[config.mk]
export PLATFORM = sky130hd
export DESIGN_NAME = wb_timeout_bridge
export DESIGN_NICKNAME = d
export VERILOG_FILES = /design/src/rtl/wb_pkg.sv /design/src/rtl/wb_sat_counter.sv /design/src/rtl/wb_timeout_bridge.sv
export SDC_FILE = /design/constraint.sdc
export NUM_CORES = 1
export LEC_CHECK = 0
export CORE_ASPECT_RATIO = 0.6
export CORE_MARGIN = 2
export CORE_UTILIZATION = 45
export DETAILED_ROUTE_END_ITERATION = 8
export GPL_ROUTABILITY_DRIVEN = 0
export PLACE_DENSITY_LB_ADDON = 0.2
export SYNTH_ARGS = -nofsm -noshare
export SYNTH_HDL_FRONTEND = slang
export SYNTH_SLANG_ARGS = --single-unit
[constraint.sdc]
create_clock -name wb_clk_i -period 13 [get_ports wb_clk_i]
set_input_delay 1.95 -clock wb_clk_i [delete_from_list [all_inputs] [get_ports wb_clk_i]]
set_output_delay 1.95 -clock wb_clk_i [all_outputs]
set_load 0.01 [all_outputs]
[src/rtl/wb_pkg.sv]
// Shared definitions for the Wishbone timeout bridge: classic-cycle encodings,
// FSM state encoding and the wait-counter sizing helper.
package wb_pkg;

  localparam logic [2:0] CTI_CLASSIC = 3'b000;
  localparam logic [1:0] BTE_LINEAR  = 2'b00;

  typedef enum logic [1:0] {
    IDLE = 2'd0,
    WAIT = 2'd1,
    RESP = 2'd2
  } state_t;

  // Bits needed to count 0 .. value-1, never less than one.
  function automatic int clog2(input int value);
    int r;
    int v;
    r = 0;
    v = value - 1;
    while (v > 0) begin
      r++;
      v = v >> 1;
    end
    return (r < 1) ? 1 : r;
  endfunction

endpackage

[src/rtl/wb_sat_counter.sv]
// Saturating event counter: advances on inc and sticks at all-ones.
module wb_sat_counter #(
  parameter int CNT_W = 16
) (
  input  logic             clk,
  input  logic             rst,
  input  logic             inc,
  output logic [CNT_W-1:0] count
);

  always_ff @(posedge clk or posedge rst) begin
    if (rst) begin
      count <= '0;
    end else if (inc && (count != {CNT_W{1'b1}})) begin
      count <= count + 1'b1;
    end
  end

endmodule

[src/rtl/wb_timeout_bridge.sv]
// Registered single-slave Wishbone bridge that turns every transfer into a classic
// cycle and kills transfers the slave never terminates with an error response.
module wb_timeout_bridge
  import wb_pkg::*;
#(
  parameter int dw      = 32,
  parameter int aw      = 32,
  parameter int TIMEOUT = 255,
  parameter int CNT_W   = 16
) (
  input  logic             wb_clk_i,
  input  logic             wb_rst_i,
  input  logic [aw-1:0]    wbm_adr_i,
  input  logic [dw-1:0]    wbm_dat_i,
  input  logic [3:0]       wbm_sel_i,
  input  logic             wbm_we_i,
  input  logic             wbm_cyc_i,
  input  logic             wbm_stb_i,
  input  logic [2:0]       wbm_cti_i,
  input  logic [1:0]       wbm_bte_i,
  output logic [dw-1:0]    wbm_dat_o,
  output logic             wbm_ack_o,
  output logic             wbm_err_o,
  output logic             wbm_rty_o,
  output logic [aw-1:0]    wbs_adr_o,
  output logic [dw-1:0]    wbs_dat_o,
  output logic [3:0]       wbs_sel_o,
  output logic             wbs_we_o,
  output logic             wbs_cyc_o,
  output logic             wbs_stb_o,
  output logic [2:0]       wbs_cti_o,
  output logic [1:0]       wbs_bte_o,
  input  logic [dw-1:0]    wbs_dat_i,
  input  logic             wbs_ack_i,
  input  logic             wbs_err_i,
  input  logic             wbs_rty_i,
  output logic             timeout_o,
  output logic [CNT_W-1:0] timeout_cnt_o,
  output logic [aw-1:0]    timeout_adr_o
);

  localparam int                WCNT_W    = clog2(TIMEOUT);
  localparam logic [WCNT_W-1:0] WCNT_LAST = WCNT_W'(TIMEOUT - 1);

  state_t            state, state_nxt;
  logic [WCNT_W-1:0] wcnt;
  logic              start, abort, term_err, term_ack, term_rty, expire;

  // Bursts are flattened to classic beats, so the burst hints are dropped here.
  logic unused_burst;
  assign unused_burst = ^{wbm_cti_i, wbm_bte_i};

  assign wbs_cti_o = CTI_CLASSIC;
  assign wbs_bte_o = BTE_LINEAR;

  always_ff @(posedge wb_clk_i or posedge wb_rst_i) begin
    if (wb_rst_i) state <= IDLE;
    else          state <= state_nxt;
  end

  always_comb begin
    state_nxt = state;
    start     = 1'b0;
    abort     = 1'b0;
    term_err  = 1'b0;
    term_ack  = 1'b0;
    term_rty  = 1'b0;
    expire    = 1'b0;
    case (state)
      IDLE: if (wbm_cyc_i && wbm_stb_i) begin
        start     = 1'b1;
        state_nxt = WAIT;
      end
      // Master abort beats any slave answer; a slave answer beats expiry.
      WAIT: begin
        if (!wbm_cyc_i) begin
          abort     = 1'b1;
          state_nxt = IDLE;
        end else if (wbs_err_i) begin
          term_err  = 1'b1;
          state_nxt = RESP;
        end else if (wbs_ack_i) begin
          term_ack  = 1'b1;
          state_nxt = RESP;
        end else if (wbs_rty_i) begin
          term_rty  = 1'b1;
          state_nxt = RESP;
        end else if (wcnt == WCNT_LAST) begin
          expire    = 1'b1;
          state_nxt = RESP;
        end
      end
      RESP:    state_nxt = IDLE;
      default: state_nxt = IDLE;
    endcase
  end

  always_ff @(posedge wb_clk_i or posedge wb_rst_i) begin
    if (wb_rst_i) begin
      wbs_adr_o     <= '0;
      wbs_dat_o     <= '0;
      wbs_sel_o     <= '0;
      wbs_we_o      <= 1'b0;
      wbs_cyc_o     <= 1'b0;
      wbs_stb_o     <= 1'b0;
      wbm_dat_o     <= '0;
      wbm_ack_o     <= 1'b0;
      wbm_err_o     <= 1'b0;
      wbm_rty_o     <= 1'b0;
      timeout_o     <= 1'b0;
      timeout_adr_o <= '0;
      wcnt          <= '0;
    end else begin
      // Response bits are recomputed every edge, which makes them one-cycle pulses.
      wbm_ack_o <= term_ack;
      wbm_err_o <= term_err | expire;
      wbm_rty_o <= term_rty;
      timeout_o <= expire;
      if (start) begin
        wbs_adr_o <= wbm_adr_i;
        wbs_dat_o <= wbm_dat_i;
        wbs_sel_o <= wbm_sel_i;
        wbs_we_o  <= wbm_we_i;
        wbs_cyc_o <= 1'b1;
        wbs_stb_o <= 1'b1;
        wcnt      <= '0;
      end else if (state == WAIT) begin
        wcnt <= wcnt + 1'b1;
      end
      if (abort || term_err || term_ack || term_rty || expire) begin
        wbs_cyc_o <= 1'b0;
        wbs_stb_o <= 1'b0;
      end
      if (term_ack) wbm_dat_o <= wbs_dat_i;
      if (expire)   timeout_adr_o <= wbs_adr_o;
    end
  end

  wb_sat_counter #(
    .CNT_W (CNT_W)
  ) u_timeout_cnt (
    .clk   (wb_clk_i),
    .rst   (wb_rst_i),
    .inc   (expire),
    .count (timeout_cnt_o)
  );

endmodule
==> results.py, run 1 <==
metrics = {
    "yosys": {
        "ys.flop_type": "dfrtp_1",
        "synthTopCellsByArea": "dfrtp_1 (64%), nand2_1 (13%), mux2_2 (11%), xnor2_1 (1.5%), nand4_1 (0.98%)",
        "synth-edff-count": 0,
        "synth_top_cell_area_share_pct": 64.0,
        "yosys.area.top_type": "dfrtp_1",
        "syn_inst": 565,
        "yosysWarnings": 0,
        "ys_async_sr_fraction_pct": 100,
        "syn_area_um2": 6410,
        "yosysMostFrequentCell": "nand2_1",
        "seq_area_frac_synth_pct": 64.0,
        "synth_common_cells": "nand2_1 (218), dfrtp_1 (164), mux2_2 (65)",
        "ys_ff_latch": 164,
        "synth_cell_type_count": 35,
        "syn_avg_cell_area_um2": 11.4,
    },
    "pwr": {
        "p_leak_nw": 4.57,
        "p_total_mw": 1.42,
        "power_density_nw_per_um2": 145,
        "ir_drop_v": 0.000102,
    },
    "die": {
        "core_area_um2": 13800,
        "rows": 33,
        "chipWidth_um": 158,
        "num_io_pins": 273,
        "die-area_um2": 15300,
        "start_util_pct": 46.5,
        "die_h_um": 96.5,
    },
    "worst_setup_path": {
        "slowest_delay_ps": 570,
        "crit_family": "buffers and inverters",
        "crit_type": "in2reg",
        "cp.required_ps": 13300,
        "crit_chain": "clkdlybuf4s50_1 > nand3b_1 > nor4_4 > buf_4 > o31a_1 > mux2_4",
        "worstPathMaxFanout": 19,
        "path_buf_inv": 2,
        "cp.arrival_ps": 4210,
        "endpoint_kind": "flop",
        "worst_setup_path_start_kind": "input port",
        "slowest_stage": "clkdlybuf4s50_1",
    },
    "layout": {
        "fin_cells": 1031,
        "final_nets": 942,
        "diodes": 0,
        "fillers": 1002,
        "drive_gt1_share_pct": 13.5,
        "design_area_um2": 9800,
        "synthToLayoutAreaGrowth_pct": 52.8,
    },
    "detailed_routing": {
        "drt_iter0_markers": 252,
        "ant_nets": 0,
        "drcViolationCount": 0,
        "wl_um": 16900,
        "vias": 4981,
        "first_pass_iters": 4,
        "viasPerCell": 4.83,
        "routedWlPerCell_um": 16.4,
    },
    "clock_network": {
        "cts_sinks": 164,
        "cts_resized": 0,
        "clkLatencyLatePin_ps": 410,
        "clkSlewWorstSetupHoldPaths_ps": 70,
        "cts_buffer_depth": 2,
        "numCtsBuffers": 17,
        "cts_root_buf": "clkbuf_16",
        "htreeDepth": 4,
        "cts_tree": "yes",
        "holdBufCountCts": 0,
        "post_cts_buffers": 0,
    },
    "timing": {
        "final-setup-viol-count": 0,
        "maxSlewViolCount": 0,
        "fin_crit_sh_pct": 30.1,
        "hold_viol": 0,
        "maxSlewHeadroom_pct": 36.4,
        "rsz0062_at_grt": "false",
        "fin_crit_ps": 3910,
        "tns_ps": 0,
        "skew_ps": 12.0,
        "fmax_mhz": 256,
        "worst_slew_pin_slew_ps": 954,
    },
    "global_route": {
        "grt_use_total_pct": 22.7,
        "antenna_found_initial": 0,
        "overflow": 0,
        "grt_max_degree": 88,
        "grt_pass1_wl_um": 26600,
        "grt_pass1_vias": 5223,
    },
    "placement": {
        "dp_cells": 999,
        "portBuffers": 262,
        "postPlaceCellArea_um2": 9200,
        "dpl.hpwl_um": 12100,
    },
    "status": {
        "run_status": "finished, final reports clean",
    },
    "min_path": {
        "hp-class": "reg2reg",
    },
    "flow_run": {
        "max-cap-violations": 0,
    },
}
[state kept, by name (all words and copies together) (netlist names)]
name / flops
wcnt: 8
u_timeout_cnt.count: 16
state: 2
wbm_ack_o: 1
timeout_adr_o: 32
timeout_o: 1
wbm_err_o: 1
wbs_stb_o: 1
wbs_dat_o: 32
wbs_we_o: 1
wbs_sel_o: 4
wbs_adr_o: 32
wbm_dat_o: 32
wbm_rty_o: 1
[worst register-to-register path, delay by kind of cell, from the launching register on]
family | cells | cell delay, ps
flip-flops | 1 | 440
AO/OA/AOI/OAI | 1 | 410
multiplexers | 1 | 330
adder cells (fa/ha/maj) | 1 | 140
buffers and inverters | 2 | 410
AND/OR/NAND/NOR | 2 | 480
[metal layers]
layer / global-route usage (%) / vias up / wire length (um)
met5: 0 / - / 0
met4: 6.98 / 0 / 210
met3: 8.65 / 19 / 1410
met2: 39.2 / 163 / 8460
met1: 26.7 / 2450 / 6770
li1: - / 2349 / -
[power breakdown]
| part | total, mW | leakage (nW) | switching (mW) | internal (mW) |
|---|---|---|---|---|
| registers | 0.622 | 2.12 | 0.0437 | 0.578 |
| clock network | 0.504 | 0.282 | 0.207 | 0.297 |
| logic | 0.297 | 2.16 | 0.121 | 0.175 |
[kinds of logic (layout without fill, tap and decap cells)]
family / after synthesis / count (layout) / share of synthesized area, %
compound gates: 14 / 14 / 1.50
xor+xnor: 16 / 16 / 2.18
simple gates: 268 / 268 / 17.4
mux: 66 / 66 / 11.6
flops: 164 / 164 / 64.0
other cells: 1 / 5 / 0.0585
fa+ha+maj: 3 / 3 / 0.585
buf+inv: 33 / 303 / 2.61
[layout make-up]
type | count | area (um2) | share of cell area, %
clock buffers | 20 | 457 | 4.66
clock inverters | 12 | 145 | 1.48
inverters | 3 | 16.3 | 0.166
multi-input cells | 372 | 2170 | 22.1
flip-flops and latches | 164 | 4100 | 41.9
well taps | 192 | 240 | 2.45
repair buffers | 268 | 2670 | 27.2
[path summary, 6_finish.rpt]
path                               startpoint                     end  slack, ps  cells past startpoint
worst max-delay path                wbm_cyc_i  u_timeout_cnt.count[1]       9090                      6
worst min-delay path            wbs_dat_o[18]           wbs_dat_o[18]        470                      2
worst max register to register        wcnt[0]  u_timeout_cnt.count[1]      10700                      7
worst min register to register  wbs_dat_o[18]           wbs_dat_o[18]        470                      2
max in group asynchronous            wb_rst_i            wbs_dat_o[3]       9440                      3
min in group asynchronous            wb_rst_i           wbm_dat_o[13]       2080                      2
[cells in the final DEF (no fill, tap or decap), drive strengths merged, types with 3 or more instances in the layout]
cell type,count
o21ai,6
clkdlybuf4s50,262
nand3,10
ha,3
buf,6
nor2,15
xor2,5
clkinvlp,4
inv,7
and3,4
clkbuf,20
nand2,218
nand4,10
xnor2,11
conb,5
dfrtp,164
mux2,66
[per-stage QoR]
step	setup slack (ps)	hold WS, ps	util, %
global route	8960	492	71.1
global placement	8800	456	66.7
floorplan	6620	475	-
detailed placement	8690	462	66.7
finish	9090	473	71.1
CTS	9110	477	71.1
Note: power is estimated with default switching activity, not from simulation.
==> inputs of run 2 (changes only) <==
--- a/config.mk
+++ b/config.mk
@@ -7,7 +7,7 @@
 export LEC_CHECK = 0
 export CORE_ASPECT_RATIO = 0.6
 export CORE_MARGIN = 2
-export CORE_UTILIZATION = 45
+export CORE_UTILIZATION = 38
 export DETAILED_ROUTE_END_ITERATION = 8
 export GPL_ROUTABILITY_DRIVEN = 0
 export PLACE_DENSITY_LB_ADDON = 0.2
==> constraint.sdc (replaced) <==
create_clock -name wb_clk_i -period 3.32 [get_ports wb_clk_i]
set_input_delay 0.498 -clock wb_clk_i [delete_from_list [all_inputs] [get_ports wb_clk_i]]
set_output_delay 0.498 -clock wb_clk_i [all_outputs]
set_load 0.01 [all_outputs]
==> results.py, run 2 (synthesized netlist as in run 1, its figures left out) <==
metrics = {
    "detailed_routing": {
        "first_pass_iters": 4,
        "drcViolationCount": 0,
        "ant_nets": 0,
        "viasPerCell": 4.62,
        "vias": 4942,
        "wl_um": 16600,
        "routedWlPerCell_um": 15.5,
        "drt_iter0_markers": 309,
    },
    "global_route": {
        "antenna_found_initial": 0,
        "grt_pass1_wl_um": 26600,
        "grt_max_degree": 94,
        "grt_pass1_vias": 5167,
        "overflow": 0,
        "grt_use_total_pct": 19.0,
    },
    "worst_setup_path": {
        "worstRegToRegCells": 6,
        "timing.rr.end": "u_timeout_cnt.count[1]",
        "crit_family": "simple AND/OR/NAND/NOR gates",
        "slowest_stage": "clkdlybuf4s50_1",
        "slowest_delay_ps": 560,
        "cp.required_ps": 3630,
        "path_buf_inv": 1,
        "worst_setup_path_start_kind": "input port",
        "r2r_start": "wcnt[0]",
        "rrSetupSlack_ps": 1070,
        "cp-startpoint": "wbm_cyc_i",
        "cp.arrival_ps": 2620,
        "crit_chain": "clkdlybuf4s50_1 > nand3b_1 > nor4_4 > o31a_1 > mux2_4",
        "worstPathMaxFanout": 8,
        "crit_type": "in2reg",
        "endpoint_kind": "flop",
    },
    "min_path": {
        "min_delay_path_depth": 2,
        "whs_endpoint": "wbs_dat_o[26]",
        "worstHoldStart": "wbs_dat_o[26]",
        "hp-class": "reg2reg",
    },
    "clock_network": {
        "cts_root_buf": "clkbuf_16",
        "cts_buffer_depth": 2,
        "holdBufCountCts": 0,
        "clkLatencyLatePin_ps": 420,
        "numCtsBuffers": 17,
        "cts_resized": 0,
        "clkSlewWorstSetupHoldPaths_ps": 70,
        "post_cts_buffers": 0,
        "cts_tree": "yes",
        "cts_sinks": 164,
        "htreeDepth": 4,
    },
    "die": {
        "die-area_um2": 18000,
        "die_h_um": 105,
        "rows": 36,
        "start_util_pct": 39.2,
        "core_area_um2": 16400,
        "chipWidth_um": 172,
        "num_io_pins": 273,
    },
    "layout": {
        "multi_input_area_um2": 2170,
        "design_area_um2": 9920,
        "synthToLayoutAreaGrowth_pct": 54.6,
        "fillers": 1295,
        "drive_gt1_share_pct": 13.8,
        "diodes": 0,
        "regArea_um2": 4100,
        "final_common_cell": "clkdlybuf4s50_1",
        "final_nets": 945,
        "layout_common_cells": "clkdlybuf4s50_1 (262), nand2_1 (218), dfrtp_1 (164)",
    },
    "pwr": {
        "power.switching_mw": 1.47,
        "p_leak_nw": 4.60,
        "netSwitchingFraction_pct": 26.3,
        "power_density_nw_per_um2": 564,
        "ir_drop_v": 0.000287,
        "seqPwrFrac_pct": 43.6,
        "clock_power_share_pct": 35.5,
        "internal-power_mw": 4.12,
        "combPwrFrac_pct": 20.9,
    },
    "timing": {
        "skew_ps": 14.4,
        "fin_crit_sh_pct": 69.6,
        "fin_crit_ps": 2310,
        "maxSlewViolCount": 0,
        "hold_viol": 0,
        "rsz0062_at_grt": "false",
        "fmax_mhz": 433,
        "worst_slew_pin_slew_ps": 599,
        "final-setup-viol-count": 0,
        "tns_ps": 0,
        "maxSlewHeadroom_pct": 60.0,
    },
    "placement": {
        "postPlaceCellArea_um2": 9320,
        "portBuffers": 262,
        "dpl.hpwl_um": 11800,
    },
    "status": {
        "run_status": "finished, final reports clean",
    },
    "flow_run": {
        "max-cap-violations": 0,
    },
}
## run 2: power by group through the flow
stage | registers, mW | logic (mW) | clock network, mW
floorplan | 2.57 | 0.304 | 0
global placement | 2.45 | 1.16 | 0
detailed placement | 2.47 | 1.18 | 0
CTS | 2.44 | 1.19 | 2.04
global route | 2.48 | 1.27 | 2.14
finish | 2.44 | 1.17 | 1.99
## run 2: stage by stage
step	util (%)	setup WS, ps	hold WS [ps]	power [mW]	cells
4_1_cts	60.6	1010	478	5.67	1070
3_5_place_dp	57.0	569	463	3.65	1038
2_1_floorplan	-	737	475	2.88	569
5_1_grt	60.6	865	492	5.88	1070
6_report	60.6	1010	476	5.60	1070
3_3_place_gp	57.0	593	458	3.61	1038
## run 2: how the worst max path moves through the flow
stage	end	depth (start not counted)
2_1_floorplan	state[0]	1
3_3_place_gp	u_timeout_cnt.count[1]	5
3_5_place_dp	u_timeout_cnt.count[1]	5
4_1_cts	u_timeout_cnt.count[1]	5
5_1_grt	u_timeout_cnt.count[3]	6
6_report	u_timeout_cnt.count[1]	5
## run 2: area by class of cell
type | instances | area share (%)
clock buffer | 20 | 4.61
sequential | 164 | 41.4
multi-input combinational | 372 | 21.9
timing repair buffer | 271 | 27.6
inverter | 3 | 0.151
clock inverter | 12 | 1.45
tap | 228 | 2.88
## run 2: layer usage
metal  track usage [%]  share of wire [%]
met1              24.2                 43
met2              29.3                 46
met3              8.11                9.4
met4              5.94                1.4
met5                 0                  0
## run 2: tightest hold or removal path, stage by stage (launching register included)
cell and delay, ps:
dfrtp_1 340, nand2_1 50, nand2_1 60
